**src/rtl/imm_extend_pipe.sv**
```systemverilog
// Registered immediate extender with valid/ready handshake and a one-beat prefix mechanism.
// Optional feature macro: IMM_ZEXT_EN (zext=1 selects zero-extension for data beats).
module imm_extend_pipe #(
    parameter int IMM_W  = 23,
    parameter int DATA_W = 32,
    parameter int PFX_W  = 16
) (
    input  logic              clk,
    input  logic              reset,
    input  logic              flush,
    input  logic              in_valid,
    output logic              in_ready,
    input  logic [IMM_W-1:0]  inm,
    input  logic [1:0]        extendSel,
    input  logic              zext,
    output logic              out_valid,
    input  logic              out_ready,
    output logic [DATA_W-1:0] extendRes,
    output logic              prefix_used,
    output logic              pfx_pending
);

    typedef enum logic {
        S_IDLE,
        S_HELD
    } state_t;

    // Masks selecting the payload bits of the full, mid (>>4) and short (>>8) fields.
    localparam logic [DATA_W-1:0] MASK_FULL  = {DATA_W{1'b1}} >> (DATA_W - IMM_W);
    localparam logic [DATA_W-1:0] MASK_MID   = {DATA_W{1'b1}} >> (DATA_W - IMM_W + 4);
    localparam logic [DATA_W-1:0] MASK_SHORT = {DATA_W{1'b1}} >> (DATA_W - IMM_W + 8);

    state_t              r_state;
    state_t              w_state_nxt;
    logic [PFX_W-1:0]    r_prefix;
    logic                r_out_valid;
    logic [DATA_W-1:0]   r_ext_res;
    logic                r_prefix_used;

    logic                w_accept;
    logic                w_is_data;
    logic                w_fill;
    logic [DATA_W-1:0]   w_inm_wide;
    logic [DATA_W-1:0]   w_field;
    logic [DATA_W-1:0]   w_mask;
    logic [DATA_W-1:0]   w_ext;
    logic [DATA_W-1:0]   w_merged;

    assign in_ready  = !flush && (!r_out_valid || out_ready);
    assign w_accept  = in_valid && in_ready;
    assign w_is_data = (extendSel != 2'b00);

`ifdef IMM_ZEXT_EN
    assign w_fill = inm[IMM_W-1] & ~zext;
`else
    // zext is read but has no effect in this build; the OR folds to constant 1.
    assign w_fill = inm[IMM_W-1] & (zext | 1'b1);
`endif

    assign w_inm_wide = DATA_W'(inm);

    // NOTE: every combinational output gets a default first so no latch can be inferred.
    always_comb begin
        w_field = w_inm_wide;
        w_mask  = MASK_FULL;
        case (extendSel)
            2'b10: begin
                w_field = w_inm_wide >> 4;
                w_mask  = MASK_MID;
            end
            2'b11: begin
                w_field = w_inm_wide >> 8;
                w_mask  = MASK_SHORT;
            end
            default: begin
                w_field = w_inm_wide;
                w_mask  = MASK_FULL;
            end
        endcase
    end

    assign w_ext    = (w_field & w_mask) | (w_fill ? ~w_mask : '0);
    assign w_merged = {r_prefix, w_ext[DATA_W-PFX_W-1:0]};

    always_comb begin
        w_state_nxt = r_state;
        if (flush) begin
            w_state_nxt = S_IDLE;
        end else if (w_accept) begin
            w_state_nxt = w_is_data ? S_IDLE : S_HELD;
        end
    end

    // NOTE: sequential state is written with non-blocking assignments only.
    always_ff @(posedge clk) begin
        if (reset) begin
            r_state <= S_IDLE;
        end else begin
            r_state <= w_state_nxt;
        end
    end

    always_ff @(posedge clk) begin
        if (reset) begin
            r_prefix      <= '0;
            r_out_valid   <= 1'b0;
            r_ext_res     <= '0;
            r_prefix_used <= 1'b0;
        end else if (flush) begin
            // extendRes deliberately keeps its last value across a flush.
            r_out_valid   <= 1'b0;
            r_prefix_used <= 1'b0;
        end else begin
            if (w_accept && w_is_data) begin
                r_out_valid   <= 1'b1;
                r_ext_res     <= (r_state == S_HELD) ? w_merged : w_ext;
                r_prefix_used <= (r_state == S_HELD);
            end else if (out_ready) begin
                r_out_valid   <= 1'b0;
            end
            if (w_accept && !w_is_data) begin
                r_prefix <= inm[PFX_W-1:0];
            end
        end
    end

    assign out_valid   = r_out_valid;
    assign extendRes   = r_ext_res;
    assign prefix_used = r_prefix_used;
    assign pfx_pending = (r_state == S_HELD);

endmodule

```
**config.mk**
```make
export PLATFORM = sky130hd
export DESIGN_NAME = imm_extend_pipe
export DESIGN_NICKNAME = d
export VERILOG_FILES = /design/src/rtl/imm_extend_pipe.sv
export SDC_FILE = /design/constraint.sdc
export NUM_CORES = 1
export LEC_CHECK = 0
export ABC_CLOCK_PERIOD_IN_PS = 1800
export BUFFER_PORTS_ARGS = -buffer_cell sky130_fd_sc_hd__buf_2
export CORE_ASPECT_RATIO = 1.5
export CORE_MARGIN = 2
export CORE_UTILIZATION = 40
export DETAILED_ROUTE_END_ITERATION = 8
export PLACE_DENSITY_LB_ADDON = 0.2
export SLEW_MARGIN = 20
export SYNTH_ARGS = -nofsm -noshare
export SYNTH_HDL_FRONTEND = slang
export SYNTH_SLANG_ARGS = --single-unit
```
**constraint.sdc**
```tcl
create_clock -name clk -period 1.8 [get_ports clk]
set_input_delay 0.36 -clock clk [delete_from_list [all_inputs] [get_ports clk]]
set_output_delay 0.36 -clock clk [all_outputs]
set_load 0.005 [all_outputs]
```
; ---- Word level (Yosys, flattened, before mapping)
; Index checks and enable logic that the tools add are counted.
[classes]
bitwise = 4
muxes = 7
eq_ne = 2
n_reduce_logical = 13
[ops]
columns = operator, count
row1 = one-hot mux 23 bit (2 select lines), 2
row2 = two-way mux 32 bit, 2
row3 = AND 23 x 32 -> 32 bit, 1
row4 = inverter 32 bit, 1
row5 = OR 32 bit, 1
row6 = equality test 2 bit (second input constant), 2
row7 = logical AND 1 bit, 4
row8 = AND reduction 2 bit, 2
row9 = nonzero test 2 bit, 2
row10 = logical NOT 1 bit, 3
row11 = two-way mux 1 bit, 3
row12 = OR reduction 2 bit, 1
row13 = logical OR 1 bit, 1
row14 = inverter 1 bit, 1
[word_totals]
elab_cells = 31
reg_bits = 51
output_inout_bits = 36
in_bits = 31

; ---- Longest topological paths before layout
; Gate-level depths: netlist of the first run.
[depth]
word_depth = 6
mapped_depth = 6
depth_no_buf = 4

; ---- Worst setup path after synthesis of the first run
; No wires, ideal clock.
[synth_timing]
kind = in2reg
from = input port out_ready
to = register r_ext_res[17] (netlist: extendRes[17])
setup_slack_ps = 365
required_ps = 1667
arrival_time_ps = 1302
path_buffers = 1
setup_time_ps = 133
path_stages = 5
cell_sequence = and2b_4 > or3_4 > buf_6 > a211oi_2 > nor3_1
[synth_via]
elab_chain_cells = 5
[synth_lines]
columns = element, line
row1 = "start, declared", 17  ; input logic out_ready,
row2 = logical OR 1 bit, 49  ; assign in_ready = !flush && (!r_out_valid || out_ready);
row3 = logical AND 1 bit, 49
row4 = logical AND 1 bit, 50  ; assign w_accept = in_valid && in_ready;
row5 = logical AND 1 bit, 114  ; if (w_accept && w_is_data) begin
row6 = AND reduction 2 bit (no line), n/a
row7 = "end signal, assigned", 116  ; r_ext_res <= (r_state == S_HELD) ? w_merged : w_ext;
row8 = "end, declared", 37  ; logic [DATA_W-1:0] r_ext_res;
; Every way passes these cells.
; A chain may end at the register's enable or synchronous reset.

; ---- Worst setup path in the final report of the first run
[layout_timing]
from = register r_out_valid (netlist: out_valid)
to = register r_ext_res[1] (netlist: extendRes[1])
[layout_via]
elab_chain_cells = 6
[layout_lines]
columns = element, line
row1 = "start, declared", 36  ; logic r_out_valid;
row2 = "start signal, assigned", 106  ; r_out_valid <= 1'b0;
row3 = "start signal, assigned", 111  ; r_out_valid <= 1'b0;
row4 = "start signal, assigned", 115  ; r_out_valid <= 1'b1;
row5 = logical NOT 1 bit, 49
row6 = logical OR 1 bit, 49
row7 = logical AND 1 bit, 49
row8 = logical AND 1 bit, 50
row9 = logical AND 1 bit, 114
row10 = AND reduction 2 bit (no line), n/a
; Every way passes these cells.

==> results_dict.tcl, run 1 <==
set metrics [dict create \
    gp_congestion 0.8452 \
    p_seq_share_pct 48.7 \
    grt_antenna_before_repair 0 \
    grt_pass1_wl_um 9204 \
    grt_usage_pct 18.30 \
    fp.dieH_um 97.60 \
    synthToLayoutAreaGrowth_pct 21.69 \
    die_area_mm2 0.006480 \
    setup-violations-final 0 \
    switching_share_pct 23.27 \
    vias 1972 \
    syn_inst 246 \
    worst_pin_slew_ps 825.1 \
    synth-seq-cells 51 \
    clkTransAtPathRegs_ps 90 \
    p_clk_share_pct 37.3 \
    routed_wl_um 5639 \
    nFillCells 605 \
    cp_max_fo 12 \
    synth_area_leaders "dfxtp_1, mux2i_1, mux2_2" \
    clkLatencyLatePin_ps 300 \
    stdcell_area_mm2 0.002843 \
    wl_per_cell_um 14.92 \
    routed_via_density 5.217 \
    htree_levels 2 \
    power.share.combinational_pct 14.0 \
    intPower_mw 1.889 \
    grt_max_degree 31 \
    cp-end-kind "flip-flop" \
    ctsResizeCount 0 \
    final_cell_mix "buf_2, dfxtp_1, nor2_1" \
    synth_top_area_share_pct 43.71 \
    drc_errors 0 \
    diodes 0 \
    detailed_place_hpwl_um 4155 \
    ctsHoldBuffers 0 \
    drive_gt1_share_pct 33.01 \
    cts.sinks 51 \
    port_buffers 65 \
    criticalPathCategory "flip-flop to flip-flop" \
    slew_viol_final 0 \
    final_common_cell "buf_2" \
    cts_root_buf "clkbuf_8" \
    die_w_um 66.40 \
    core_area_mm2 0.005700 \
    cts_tree "built" \
    setup_ws_ps 315.8 \
    cts_setup_buffers 0 \
    pre_cts_ws_ps 61.12 \
    outcome "complete, no violations" \
    numCtsBuffers 5 \
    start_util_pct 40.98 \
    rsz0062_at_grt "no" \
    drtPass1Iterations 4 \
    hold_viol 0 \
    startpoint_type "flip-flop" \
    dpl_cell_area_mm2 0.002710 \
    syn_area_mm2 0.002336 \
    synthDistinctLibCells 31 \
    ys_seq_area_share_pct 43.71 \
    drv_cap 0 \
    max_freq_mhz 673.8 \
    synth_top_cell_by_area "dfxtp_1" \
    rows 34 \
    switchingPower_uw 572.7 \
    drtAntennaViolNets 0 \
    gr-total-overflow 0 \
    synth_fp_nets 277 \
    slew_headroom_pct 44.79 \
    setup_tns_ps 0 \
    pin_count 67 \
    final.min_clock_period_ps 1484 \
    syn_avg_cell_area_um2 9.496 \
    skew_ps 6.064 \
    peakVddDrop_uv 562.9 \
    hp-class "input port to flip-flop" \
    grt_pass1_vias 1819 \
    min_period_over_period_pct 82.46 \
    p_leak_nw 1.290 \
    clockBufferDepth 2 \
    worstPathArrival_ps 1710 \
    p_per_area_mw_per_mm2 865.8 \
    ys_warn_count 0 \
    drtIter0Drc 79 \
    nets 336 \
    whs_ps 307.4 \
    required_ps 2030 \
]
path summary, 6_finish.rpt:
kind / slack [ps] / startpoint / cells past startpoint / end
setup reg to reg: 320 / out_valid / 4 / extendRes[1]
hold reg to reg: 460 / extendRes[15] / 2 / extendRes[15]
setup / recovery: 320 / out_valid / 4 / extendRes[1]
hold / removal: 310 / inm[0] / 3 / r_prefix[0]
through the flow:
stage / total power, mW / util, % / std cells
after floorplan: 1.438 / - / 246
after global placement: 1.570 / 47.54 / 370
after detailed placement: 1.574 / 47.54 / 370
after CTS: 2.487 / 49.87 / 378
after global routing: 2.586 / 49.87 / 378
final: 2.461 / 49.87 / 378
state kept, by name, summed over array words and instances, names as in the netlist:
register / count
extendRes: 32
out_valid: 1
pfx_pending: 1
prefix_used: 1
r_prefix: 16
final cells by class:
type	instances	area [µm²]	area share, %
Tap cell	72	90.09	3.169
Clock inverter	2	60.06	2.113
Sequential cell	51	1021	35.92
Clock buffer	6	72.57	2.553
Timing Repair Buffer	74	405.4	14.26
Multi-Input combinational cell	173	1194	41.99
layer usage:
| layer | global-route usage [%] | part of all wire [%] |
|---|---|---|
| met2 | 28.85 | 47 |
| met5 | 0 | 0 |
| met4 | 5.651 | 1.4 |
| met1 | 24.93 | 46 |
| met3 | 3.592 | 5.3 |
power groups by stage:
stage / sequential, mW / combinational (mW) / clock, mW
3_5_place_dp: 1.23 / 0.347 / 0
4_1_cts: 1.20 / 0.349 / 0.937
2_1_floorplan: 1.23 / 0.209 / 0
5_1_grt: 1.21 / 0.382 / 0.998
6_report: 1.20 / 0.345 / 0.917
3_3_place_gp: 1.23 / 0.344 / 0
Yosys cell counts:
master and instances:
dfxtp_1 51, nor2_1 32, nand2_1 29, mux2i_1 27, a22oi_1 12, mux2_2 12
o2bb2ai_1 12, a21oi_1 11, a311oi_1 10, clkbuf_1 8, buf_2 7, buf_4 4
o21ai_0 4, a211oi_1 3, nor3_1 3, a211o_1 2, a211oi_2 2, buf_6 2
nand2b_1 2, o211ai_1 2, and2b_1 1, and2b_4 1, buf_1 1, nand2b_4 1
nand3_2 1, nor2_2 1, nor2b_1 1, nor3_4 1, nor4_1 1, or3_1 1
or3_4 1
kinds of logic (layout without fill, tap and decap cells):
logic type / Yosys count / in the layout / share of synthesized area [%]
multiplexers: 39 / 39 / 17.35
flip-flops: 51 / 51 / 43.71
AND/OR/NAND/NOR: 76 / 76 / 15.00
buffers and inverters: 22 / 82 / 5.195
AO/OA/AOI/OAI: 58 / 58 / 18.75
critical path: stages (launching register included):
cell,delay [ps]
dfxtp_1,350
and2b_4,200
nor3_4,50
nor2_1,630
o2bb2ai_1,190
Note: power is estimated with default switching activity, not from simulation.
==> run 2: changes to the inputs <==
--- a/config.mk
+++ b/config.mk
@@ -5,7 +5,7 @@
 export SDC_FILE = /design/constraint.sdc
 export NUM_CORES = 1
 export LEC_CHECK = 0
-export ABC_CLOCK_PERIOD_IN_PS = 1800
+export ABC_CLOCK_PERIOD_IN_PS = 1190
 export BUFFER_PORTS_ARGS = -buffer_cell sky130_fd_sc_hd__buf_2
 export CORE_ASPECT_RATIO = 1.5
 export CORE_MARGIN = 2
==> constraint.sdc (replaced) <==
create_clock -name clk -period 1.19 [get_ports clk]
set_input_delay 0.238 -clock clk [delete_from_list [all_inputs] [get_ports clk]]
set_output_delay 0.238 -clock clk [all_outputs]
set_load 0.005 [all_outputs]
==> run 2 against run 1 <==
Wire length rose by 6.7%. Utilization rose by 3.9 points. First-iteration DRC count rose by 22%. Clock skew rose by 5.7 ps. Non-clock buffer count rose by 17. Final area rose by 7.8%. Critical endpoint is now extendRes[26]. Final cell count rose by 4.5%. The flow now finishes with violations (setup timing). Sequential power rose by 52%. Worst hold slack got worse by 130 ps. Flip-flop and latch count did not move. Power rose by 42%.
==> results_dict.tcl, run 2 (synthesis gave the netlist of run 1 again) <==
set metrics [dict create \
    setup_ws_ps -139.4 \
    rsz0062_at_grt "yes" \
    whs_ps 179.8 \
    gr-total-overflow 0 \
    port_buffers 65 \
    nFillCells 537 \
    worstPathCellList "and2b_4 > nor3_4 > buf_12 > nor2_1 > a311oi_1" \
    routed_wl_um 6018 \
    cp_max_fo 15 \
    cp-end-kind "flip-flop" \
    final_cell_mix "buf_2, dfxtp_1, nor2_1" \
    hold_viol 0 \
    clockBufferDepth 2 \
    routed_via_density 5.311 \
    rows 34 \
    cts_root_buf "clkbuf_8" \
    drc_errors 0 \
    worstPathArrival_ps 1560 \
    largest_reg_flops 32 \
    ctsHoldBuffers 0 \
    grt_usage_pct 18.99 \
    final.min_clock_period_ps 1329 \
    criticalPathCategory "flip-flop to flip-flop" \
    clkTransAtPathRegs_ps 110 \
    fp.dieH_um 97.60 \
    max_freq_mhz 752.2 \
    crit_buf_inv 1 \
    pin_count 67 \
    startpoint_type "flip-flop" \
    worst_pin_slew_ps 538.9 \
    path_depth 5 \
    htree_levels 2 \
    die_w_um 66.40 \
    die_area_mm2 0.006480 \
    cts_tree "built" \
    critPathMaxStageDelay_ps 330 \
    start_util_pct 40.98 \
    slowest_stage "dfxtp_2" \
    core_area_mm2 0.005700 \
    numCtsBuffers 5 \
    grt_pass1_vias 1923 \
    cts.sinks 51 \
    vias 2098 \
    hold_path_depth 3 \
    grt_antenna_before_repair 0 \
    violations "setup timing" \
    setup_tns_ps -2660 \
    drtAntennaViolNets 0 \
    grt_pass1_wl_um 9673 \
    skew_ps 11.73 \
    drv_cap 0 \
    crit_family "simple AND/OR/NAND/NOR gates" \
    reg2regPathDepth 5 \
    setup-violations-final 35 \
    p_leak_nw 1.386 \
    slew_headroom_pct 64.03 \
    outcome "finished with violations" \
    p_per_area_mw_per_mm2 1137 \
    diodes 0 \
    drtIter0Drc 96 \
    grt_max_degree 26 \
    hp-class "input port to flip-flop" \
    required_ps 1420 \
    peakVddDrop_uv 828.1 \
    min_period_over_period_pct 111.7 \
    synthToLayoutAreaGrowth_pct 31.23 \
    clkLatencyLatePin_ps 310 \
    slew_viol_final 0 \
    drive_gt1_share_pct 42.72 \
    wl_per_cell_um 15.24 \
    nets 353 \
    final_common_cell "buf_2" \
    detailed_place_hpwl_um 4358 \
    gp_congestion 0.8494 \
    drtPass1Iterations 4 \
]
## run 2: cell count changes in the layout (fill, tap and decap cells not counted), moves of 4 or more
| cell | delta |
|---|---|
| buf_4 | +9 |
| buf_6 | +5 |
| nand2_2 | +7 |
| a21oi_2 | +4 |
| a21oi_1 | -4 |
| nand2_1 | -7 |
## run 2: what timing repair did
action | in CTS | in global routing
resized for setup | 21 | 7
endpoints found under the setup margin | 37 | 53
pin swaps | 10 | 2
setup buffers | 1 | 0
gates cloned | 1 | 1
## run 2: power breakdown
group	internal (mW)	switching [mW]	total, mW
Combinational	0.296	0.310	0.606
Sequential	1.78	0.0401	1.82
Clock	0.437	0.622	1.06
## run 2: worst reg2reg max path: stages, from the launching register on
cell,delay (ps)
dfxtp_2,330
and2b_4,180
nor3_4,290
buf_12,180
nor2_1,50
a311oi_1,230
## run 2: final timing paths
kind | startpoint | end | slack (ps)
max | out_valid | extendRes[26] | -140
min reg2reg | extendRes[20] | extendRes[20] | 460
min | inm[0] | r_prefix[0] | 180
max reg2reg | out_valid | extendRes[26] | -140
## run 2: per-stage QoR
step | cell area [µm²] | total power, mW | setup slack, ps | utilization [%] | cells
final | 3065 | 3.485 | -139.4 | 53.78 | 395
after global routing | 3065 | 3.641 | -211.2 | 53.78 | 395
after CTS | 3035 | 3.511 | -114.7 | 53.25 | 395
after detailed placement | 2836 | 2.420 | -384.9 | 49.76 | 385
after global placement | 2836 | 2.416 | -376.9 | 49.76 | 385
after floorplan | 2354 | 2.182 | -109.8 | - | 246
## run 2: layer usage
metal	global-route usage, %	vias up	share of wire [%]
met5	0	-	0
met1	25.05	985	43
met2	29.77	61	48
met4	8.634	0	3.4
li1	-	1038	-
met3	3.244	14	5.2
## run 2: layout make-up
type | count | area, µm² | area share, %
sequential | 51 | 1023 | 33.39
clock buffer | 5 | 68.82 | 2.245
timing repair buffer | 91 | 594.3 | 19.39
multi-input combinational | 173 | 1261 | 41.14
tap | 72 | 90.09 | 2.939
clock inverter | 3 | 27.53 | 0.8980
